===== src/rtl/serial_sub.sv =====
// rtl/serial_sub.sv - bit-serial LSB-first WIDTH-bit subtractor (a - b) with start/busy/done handshake
// Optional signed-overflow flag compiled in with `define SERIAL_SUB_OVF_EN.
module serial_sub #(
    parameter int WIDTH = 8
) (
    input  logic             clk,
    input  logic             rst_n,
    input  logic             start,
    input  logic [WIDTH-1:0] a,
    input  logic [WIDTH-1:0] b,
    output logic             busy,
    output logic             done,
    output logic [WIDTH-1:0] diff,
`ifdef SERIAL_SUB_OVF_EN
    output logic             ovf,
`endif
    output logic             bor_out
);
    localparam int            CW       = $clog2(WIDTH);
    localparam logic [CW-1:0] CNT_LAST = CW'(WIDTH - 1);

    typedef enum logic [1:0] {
        S_IDLE  = 2'd0,
        S_SHIFT = 2'd1,
        S_DONE  = 2'd2
    } state_t;

    state_t           state_q, state_d;
    logic [WIDTH-1:0] ra_q, ra_d;
    logic [WIDTH-1:0] rb_q, rb_d;
    // Only the low WIDTH-1 result bits need storing; the final bit goes straight to diff.
    logic [WIDTH-2:0] sr_q, sr_d;
    logic [WIDTH-1:0] diff_q, diff_d;
    logic [CW-1:0]    cnt_q, cnt_d;
    logic             br_q, br_d;
    logic             bor_q, bor_d;
    logic             s1, b1, d, b2, last;
`ifdef SERIAL_SUB_OVF_EN
    logic             a_sign_q, a_sign_d;
    logic             b_sign_q, b_sign_d;
    logic             ovf_q, ovf_d;
`endif

    always_comb begin
        s1   = ra_q[0] ^ rb_q[0];
        b1   = ~ra_q[0] & rb_q[0];
        d    = s1 ^ br_q;
        b2   = ~s1 & br_q;
        last = (cnt_q == CNT_LAST);
    end

    always_ff @(posedge clk or negedge rst_n) begin
        if (!rst_n) begin
            state_q <= S_IDLE;
        end else begin
            state_q <= state_d;
        end
    end

    always_comb begin
        state_d = state_q;
        case (state_q)
            S_IDLE:  if (start) state_d = S_SHIFT;
            S_SHIFT: if (last) state_d = S_DONE;
            S_DONE:  state_d = S_IDLE;
            default: state_d = S_IDLE;
        endcase
    end

    always_comb begin
        busy = (state_q != S_IDLE);
        done = (state_q == S_DONE);
    end

    always_comb begin
        ra_d   = ra_q;
        rb_d   = rb_q;
        sr_d   = sr_q;
        diff_d = diff_q;
        cnt_d  = cnt_q;
        br_d   = br_q;
        bor_d  = bor_q;
`ifdef SERIAL_SUB_OVF_EN
        a_sign_d = a_sign_q;
        b_sign_d = b_sign_q;
        ovf_d    = ovf_q;
`endif
        if (state_q == S_IDLE && start) begin
            ra_d  = a;
            rb_d  = b;
            br_d  = 1'b0;
            cnt_d = '0;
`ifdef SERIAL_SUB_OVF_EN
            a_sign_d = a[WIDTH-1];
            b_sign_d = b[WIDTH-1];
`endif
        end else if (state_q == S_SHIFT) begin
            ra_d  = ra_q >> 1;
            rb_d  = rb_q >> 1;
            sr_d  = (WIDTH-1)'({d, sr_q} >> 1);
            br_d  = b1 | b2;
            cnt_d = cnt_q + CW'(1);
            if (last) begin
                diff_d = {d, sr_q};
                bor_d  = b1 | b2;
`ifdef SERIAL_SUB_OVF_EN
                ovf_d  = (a_sign_q != b_sign_q) & (d != a_sign_q);
`endif
            end
        end
    end

    always_ff @(posedge clk or negedge rst_n) begin
        if (!rst_n) begin
            ra_q   <= '0;
            rb_q   <= '0;
            sr_q   <= '0;
            diff_q <= '0;
            cnt_q  <= '0;
            br_q   <= 1'b0;
            bor_q  <= 1'b0;
`ifdef SERIAL_SUB_OVF_EN
            a_sign_q <= 1'b0;
            b_sign_q <= 1'b0;
            ovf_q    <= 1'b0;
`endif
        end else begin
            ra_q   <= ra_d;
            rb_q   <= rb_d;
            sr_q   <= sr_d;
            diff_q <= diff_d;
            cnt_q  <= cnt_d;
            br_q   <= br_d;
            bor_q  <= bor_d;
`ifdef SERIAL_SUB_OVF_EN
            a_sign_q <= a_sign_d;
            b_sign_q <= b_sign_d;
            ovf_q    <= ovf_d;
`endif
        end
    end

    assign diff    = diff_q;
    assign bor_out = bor_q;
`ifdef SERIAL_SUB_OVF_EN
    assign ovf     = ovf_q;
`endif

endmodule


===== config.mk =====
export PLATFORM = sky130hd
export DESIGN_NAME = serial_sub
export DESIGN_NICKNAME = d
export VERILOG_FILES = /design/src/rtl/serial_sub.sv
export SDC_FILE = /design/constraint.sdc
export NUM_CORES = 1
export LEC_CHECK = 0
export CAP_MARGIN = 20
export CORE_MARGIN = 8
export CORE_UTILIZATION = 35
export DETAILED_ROUTE_END_ITERATION = 12
export GPL_ROUTABILITY_DRIVEN = 1
export GPL_TIMING_DRIVEN = 0
export SETUP_SLACK_MARGIN = 0.15
export SYNTH_ARGS = -nofsm -noshare
export SYNTH_HDL_FRONTEND = slang
export SYNTH_SLANG_ARGS = --single-unit

===== constraint.sdc =====
create_clock -name clk -period 2.2 [get_ports clk]
set_clock_uncertainty 0.1 [all_clocks]
set_input_delay 0.33 -clock clk [delete_from_list [all_inputs] [get_ports clk]]
set_output_delay 0.33 -clock clk [all_outputs]
set_load 0.005 [all_outputs]

==> impl_metrics.csv, run 1 <==
group,metric,value,unit
run_status,outcome,"complete, no violations",
drt,drc,0,
yosys,ys_async_sr_fraction,1.00,
critical_path,reg2reg_depth,5,
cts,root_buffer,"clkbuf_8",
placed_design,dp.cells,216,
pwr,finalPower,2.84,mW
cts,postCtsSetupRepairBufs,0,
drt,wirelength,3.72,mm
cts,cts_buffer_depth,2,
critical_path,critPathMaxFanout,10,
yosys,yosysMostFrequentCell,"dfrtp_1",
cts,htree_levels,2,
yosys,syn-num-nets,158,
job,maxCapViolCount,0,
critical_path,cpPeakStageDelay,0.45,ns
cts,path_clk_slew,0.07,ns
drt,ant_nets,0,
yosys,synth_area,1620,sq um
cts,clock_latency,0.28,ns
yosys,yosys.area.top_type,"dfrtp_1",
final_layout,utilization,0.464,
global_routing,grt_pass1_wl,6.40,mm
timing,slew-limit-headroom,0.454,
timing,worst_pin_slew,0.819,ns
hold_path,hold_path_class,"input pin to asynchronous set/reset pin",
floorplan,die_y,84.1,microns
timing,setup_viol,0,
yosys,ys.flop_type,"dfrtp_1",
critical_path,worstSetupPathType,"flop to primary output",
yosys,netlist_top_cells_area,"dfrtp_1 (59%), mux2_2 (10%), o22ai_1 (10%)",
floorplan,pin_count,30,
critical_path,arrival,1.48,ns
critical_path,reg2reg_slack,0.47,ns
drt,vias,1190,
cts,cts_hold_buf,0,
final_layout,fin_cells,222,
timing,fmax,523,MHz
yosys,yosysWarnings,0,
placed_design,port_buffers,28,
final_layout,n_antenna_cell,0,
cts,cts_tree,"done",
yosys,ys_seq_elements,38,
global_routing,antenna_found_initial,0,
global_routing,grt-ovfl-total,0,
cts,cts_inserted_buffers,5,
drt,drt_iter0_drc,75,
final_layout,fillerInstances,397,
timing,finalHoldViolCount,0,
pwr,vdd_drop_max,652,uV
yosys,netlist.area_leader.share,0.586,
critical_path,r2r_end,"diff[2]$_DFFE_PN0P_",
yosys,synth_seq_area_share,0.586,
timing,slew_violations,0,
timing,rsz0062_at_grt,"false",
placed_design,post-dp-hpwl,2.64,mm
critical_path,worst_ep_required_time,1.77,ns
yosys,synth-edff-count,0,
timing,period_minus_slack,1.91,ns
yosys,avgSynthCellArea,11.9,sq um
yosys,synth_cells,136,
critical_path,cp_cell_sequence,"buf_6 > or2_4 > clkdlybuf4s50_1",
floorplan,die_w,84.1,microns
critical_path,cp-start-kind,"flop",
final_layout,drive_above_1_share,0.188,
global_routing,grt_pass1_vias,1373,
critical_path,crit_buf_inv,2,
critical_path,cp-end-kind,"primary output",
cts,clock-sinks,38,
floorplan,coreArea,4410,sq um
floorplan,start_util,0.368,
timing,finalCritPeriodShare,0.869,
yosys,synth_cell_types,23,
critical_path,crit-reg2reg-launch,"cnt_q[0]$_DFFE_PN0P_",
drt,dr.pass1.iters,4,
drt,vias_per_cell,5.36,
critical_path,crit_family,"buffers and inverters",
final_layout,nNetsFinal,193,
yosys,synthTopCellsByCount,"dfrtp_1 (38), o22ai_1 (26), mux2_2 (15)",
global_routing,grt_start_max_net_pins,39,
placed_design,place_congestion,0.840,
floorplan,rows,24,
floorplan,dieArea,7080,sq um
critical_path,critical-path-slowest-cell,"clkdlybuf4s50_1",
drt,wl_per_cell,16.8,microns
pwr,powerDensity,1380,nW/um^2
pwr,p_leak,0.877,nW
final_layout,syn_to_final_growth,26.1,%
global_routing,track_usage,0.109,
timing,finalSetupTns,0,ns
placed cells by master (no fill, tap or decap):
master	n
dfrtp_1	38
o22ai_1	26
clkdlybuf4s50_1	26
mux2_2	15
a21oi_1	13
buf_2	6
o21ai_0	6
clkbuf_8	6
inv_1	5
nor2_1	4
nand2_1	4
nand2b_1	3
buf_4	2
clkbuf_1	2
a22o_1	2
ha_1	2
buf_6	1
or2_4	1
or3b_1	1
o221a_2	1
nand3b_1	1
and2b_1	1
o21bai_1	1
a2bb2oi_1	1
fa_1	1
dlygate4sd2_1	1
per-stage QoR:
step / instance area [sq um] / setup slack (ns) / hold slack, ns
5_1_grt: 2050 / 0.229 / 0.0992
6_report: 2050 / 0.288 / 0.0410
4_1_cts: 2050 / 0.277 / 0.0756
3_5_place_dp: 1960 / 0.369 / 0.377
2_1_floorplan: 1620 / 0.604 / -0.0656
3_3_place_gp: 1970 / -0.121 / 0.374
what timing repair did:
action / CTS / global route
resized for setup: 2 / 0
setup endpoints to repair: 1 / 0
hold endpoints to repair: 0 / 0
power breakdown:
group | internal [mW] | total (mW) | switching, mW
Sequential | 1.04 | 1.25 | 0.217
Combinational | 0.641 | 1.13 | 0.484
Clock | 0.241 | 0.458 | 0.216
Total | 1.92 | 2.84 | 0.917
state kept, by name, indices dropped and copies added, names as in the netlist:
register,flops
br_q,1
diff,8
cnt_q,3
bor_out,1
sr_q,7
rb_q,8
state_q,2
ra_q,8
worst register-to-register path: stages, from the launching register on:
cell and delay [ns]:
dfrtp_1 0.39, ha_1 0.21, ha_1 0.19, nand3b_1 0.12, buf_2 0.25, mux2_2 0.37
cells by family after synthesis:
| kind of cell | after synthesis | share of synthesized area |
|---|---|---|
| AND/OR/NAND/NOR | 15 | 0.0501 |
| buffers and inverters | 15 | 0.0462 |
| AO/OA/AOI/OAI | 50 | 0.186 |
| multiplexers | 15 | 0.104 |
| flip-flops | 38 | 0.586 |
| adder cells (fa/ha/maj) | 3 | 0.0277 |
final cells by class:
type	instances	area, sq um	area share
Sequential cell	38	951	0.464
Multi-Input combinational cell	83	598	0.292
Timing Repair Buffer	28	274	0.134
Clock buffer	6	82.6	0.0403
Tap cell	52	65.1	0.0318
Buffer	10	58.8	0.0287
Inverter	5	18.8	0.00916
metal layers:
metal | vias up | share of wire | global-route usage
li1 | 566 | - | -
met1 | 587 | 0.47 | 0.131
met2 | 32 | 0.45 | 0.170
met3 | 5 | 0.070 | 0.0547
met4 | 0 | 0.0078 | 0.0251
met5 | - | 0 | 0
worst max-delay path by stage:
stage	startpoint	end	cells past startpoint
floorplan	cnt_q[0]$_DFFE_PN0P_	diff[1]$_DFFE_PN0P_	5
global placement	rst_n	diff[0]$_DFFE_PN0P_	1
detailed placement	state_q[1]$_DFFE_PN0P_	done	5
CTS	state_q[1]$_DFFE_PN0P_	busy	3
global route	state_q[1]$_DFFE_PN0P_	busy	3
finish	state_q[1]$_DFFE_PN0P_	busy	3
(Power assumes the default switching activity.)
==> run 2: changes to the inputs <==
clock period = 1.8 ns   (was 2.2 ns; I/O delays follow)
==> impl_metrics.csv, run 2 (synthesis results as in run 1) <==
group,metric,value,unit
pwr,clkPwrFrac,0.159,
cts,cts_hold_buf,0,
cts,clock_latency,0.28,ns
job,maxCapViolCount,0,
placed_design,port_buffers,28,
cts,root_buffer,"clkbuf_8",
cts,cts_tree,"done",
timing,holdWs,-0.0143,ns
cts,htree_levels,2,
critical_path,r2r_end,"diff[1]$_DFFE_PN0P_",
floorplan,die_y,84.1,microns
pwr,p_leak,0.904,nW
floorplan,rows,24,
floorplan,start_util,0.368,
run_status,outcome,"complete, but fails checks",
critical_path,reg2reg_slack,0.21,ns
global_routing,grt_start_max_net_pins,39,
pwr,switching_share,0.323,
global_routing,antenna_found_initial,0,
hold_path,hold_path_class,"input pin to asynchronous set/reset pin",
final_layout,nNetsFinal,199,
floorplan,coreArea,4410,sq um
floorplan,die_w,84.1,microns
drt,drt_iter0_drc,73,
timing,slew_violations,0,
final_layout,drive_above_1_share,0.233,
final_layout,utilization,0.478,
timing,slew-limit-headroom,0.443,
timing,rsz0062_at_grt,"true",
final_layout,fillerInstances,387,
timing,finalCritPeriodShare,0.889,
timing,period_minus_slack,1.60,ns
pwr,vdd_drop_max,785,uV
critical_path,cp-start-kind,"flop",
global_routing,grt_pass1_vias,1389,
drt,dr.pass1.iters,4,
drt,vias,1256,
critical_path,worst_ep_required_time,1.43,ns
global_routing,track_usage,0.110,
critical_path,critPathMaxFanout,4,
timing,setup_viol,0,
pwr,powerDensity,1670,nW/um^2
cts,path_clk_slew,0.07,ns
drt,wirelength,3.80,mm
floorplan,dieArea,7080,sq um
final_layout,n_antenna_cell,0,
final_layout,final_common_cell,"dfrtp_1",
critical_path,reg2reg_depth,5,
drt,ant_nets,0,
final_layout,syn_to_final_growth,30.0,%
placed_design,place_congestion,0.840,
pwr,internal_power,2.39,mW
critical_path,cp-end-kind,"primary output",
pwr,combPwrFrac,0.408,
drt,wl_per_cell,16.7,microns
cts,clock-sinks,38,
critical_path,crit-reg2reg-launch,"cnt_q[1]$_DFFE_PN0P_",
cts,cts_buffer_depth,2,
run_status,violations,"negative hold slack",
global_routing,grt_pass1_wl,6.47,mm
critical_path,worstSetupPathType,"flop to primary output",
final_layout,final_cell_mix,"dfrtp_1 (38), o22ai_1 (26), clkdlybuf4s50_1 (25)",
drt,drc,0,
timing,fmax,625,MHz
pwr,switchingPower,1.14,mW
timing,finalSetupTns,0,ns
timing,finalHoldViolCount,26,
placed_design,post-dp-hpwl,2.64,mm
global_routing,grt-ovfl-total,0,
timing,worst_pin_slew,0.836,ns
cts,cts_inserted_buffers,5,
drt,vias_per_cell,5.51,
pwr,power_frac_seq,0.433,
critical_path,arrival,1.23,ns
floorplan,pin_count,30,
## run 2: cell types whose count changed in the layout (fill, tap and decap cells not counted)
| cell | change |
|---|---|
| ha_2 | +2 |
| dlygate4sd2_1 | -1 |
| buf_6 | +2 |
| inv_4 | +1 |
| clkdlybuf4s15_1 | +2 |
| buf_2 | -1 |
| buf_4 | +5 |
| inv_1 | -1 |
| clkdlybuf4s50_1 | -1 |
| ha_1 | -2 |
## run 2: how the worst max path moves through the flow
stage,end,cells past startpoint,from,slack (ns)
floorplan,diff[1]$_DFFE_PN0P_,5,cnt_q[0]$_DFFE_PN0P_,0.20
global placement,diff[0]$_DFFE_PN0P_,1,rst_n,-0.46
detailed placement,done,5,state_q[1]$_DFFE_PN0P_,0.03
CTS,done,5,state_q[1]$_DFFE_PN0P_,0.15
global route,diff[5]$_DFFE_PN0P_,5,cnt_q[1]$_DFFE_PN0P_,0.14
finish,busy,3,state_q[1]$_DFFE_PN0P_,0.20
## run 2: repair_timing
item	in CTS	in global routing
cloned	0	1
endpoints found under the hold margin	0	0
setup endpoints to repair	9	8
buffers inserted	5	0
gates resized for setup	8	5
pin swaps	0	1
## run 2: area by class of cell
class / count / area (sq um) / area share
Clock buffer: 6 / 82.6 / 0.0391
Sequential cell: 38 / 951 / 0.450
Inverter: 5 / 21.3 / 0.0101
Multi-Input combinational cell: 83 / 603 / 0.286
Buffer: 10 / 68.8 / 0.0326
Tap cell: 52 / 65.1 / 0.0308
Timing Repair Buffer: 34 / 320 / 0.152
## run 2: layer usage
metal,wire length [microns],vias to the layer above,GRT usage
met5,0,-,0
met4,37,0,0.0251
met3,311,7,0.0547
met2,1740,44,0.173
met1,1720,622,0.132
li1,-,583,-
## run 2: through the flow
| step | worst slack, ns | instance area, sq um | hold slack (ns) | power (mW) | cells |
|---|---|---|---|---|---|
| after floorplan | 0.204 | 1620 | -0.126 | 2.38 | 136 |
| after global placement | -0.461 | 1970 | 0.374 | 2.86 | 216 |
| after detailed placement | 0.0290 | 1960 | 0.317 | 2.94 | 216 |
| after CTS | 0.145 | 2100 | 0.0156 | 3.55 | 227 |
| after global routing | 0.139 | 2110 | 0.0392 | 3.81 | 228 |
| final | 0.199 | 2110 | -0.0143 | 3.54 | 228 |
## run 2: worst max-delay path: stages, from the launching register on
cell and delay [ns]:
dfrtp_1 0.38, buf_6 0.13, or2_4 0.23, clkdlybuf4s15_1 0.21
## run 2: power groups by stage
| stage | sequential [mW] | combinational (mW) | clock [mW] |
|---|---|---|---|
| 3_5_place_dp | 1.55 | 1.39 | 0 |
| 2_1_floorplan | 1.48 | 0.902 | 0 |
| 3_3_place_gp | 1.52 | 1.34 | 0 |
| 5_1_grt | 1.59 | 1.61 | 0.612 |
| 4_1_cts | 1.53 | 1.45 | 0.572 |
| 6_report | 1.53 | 1.44 | 0.562 |
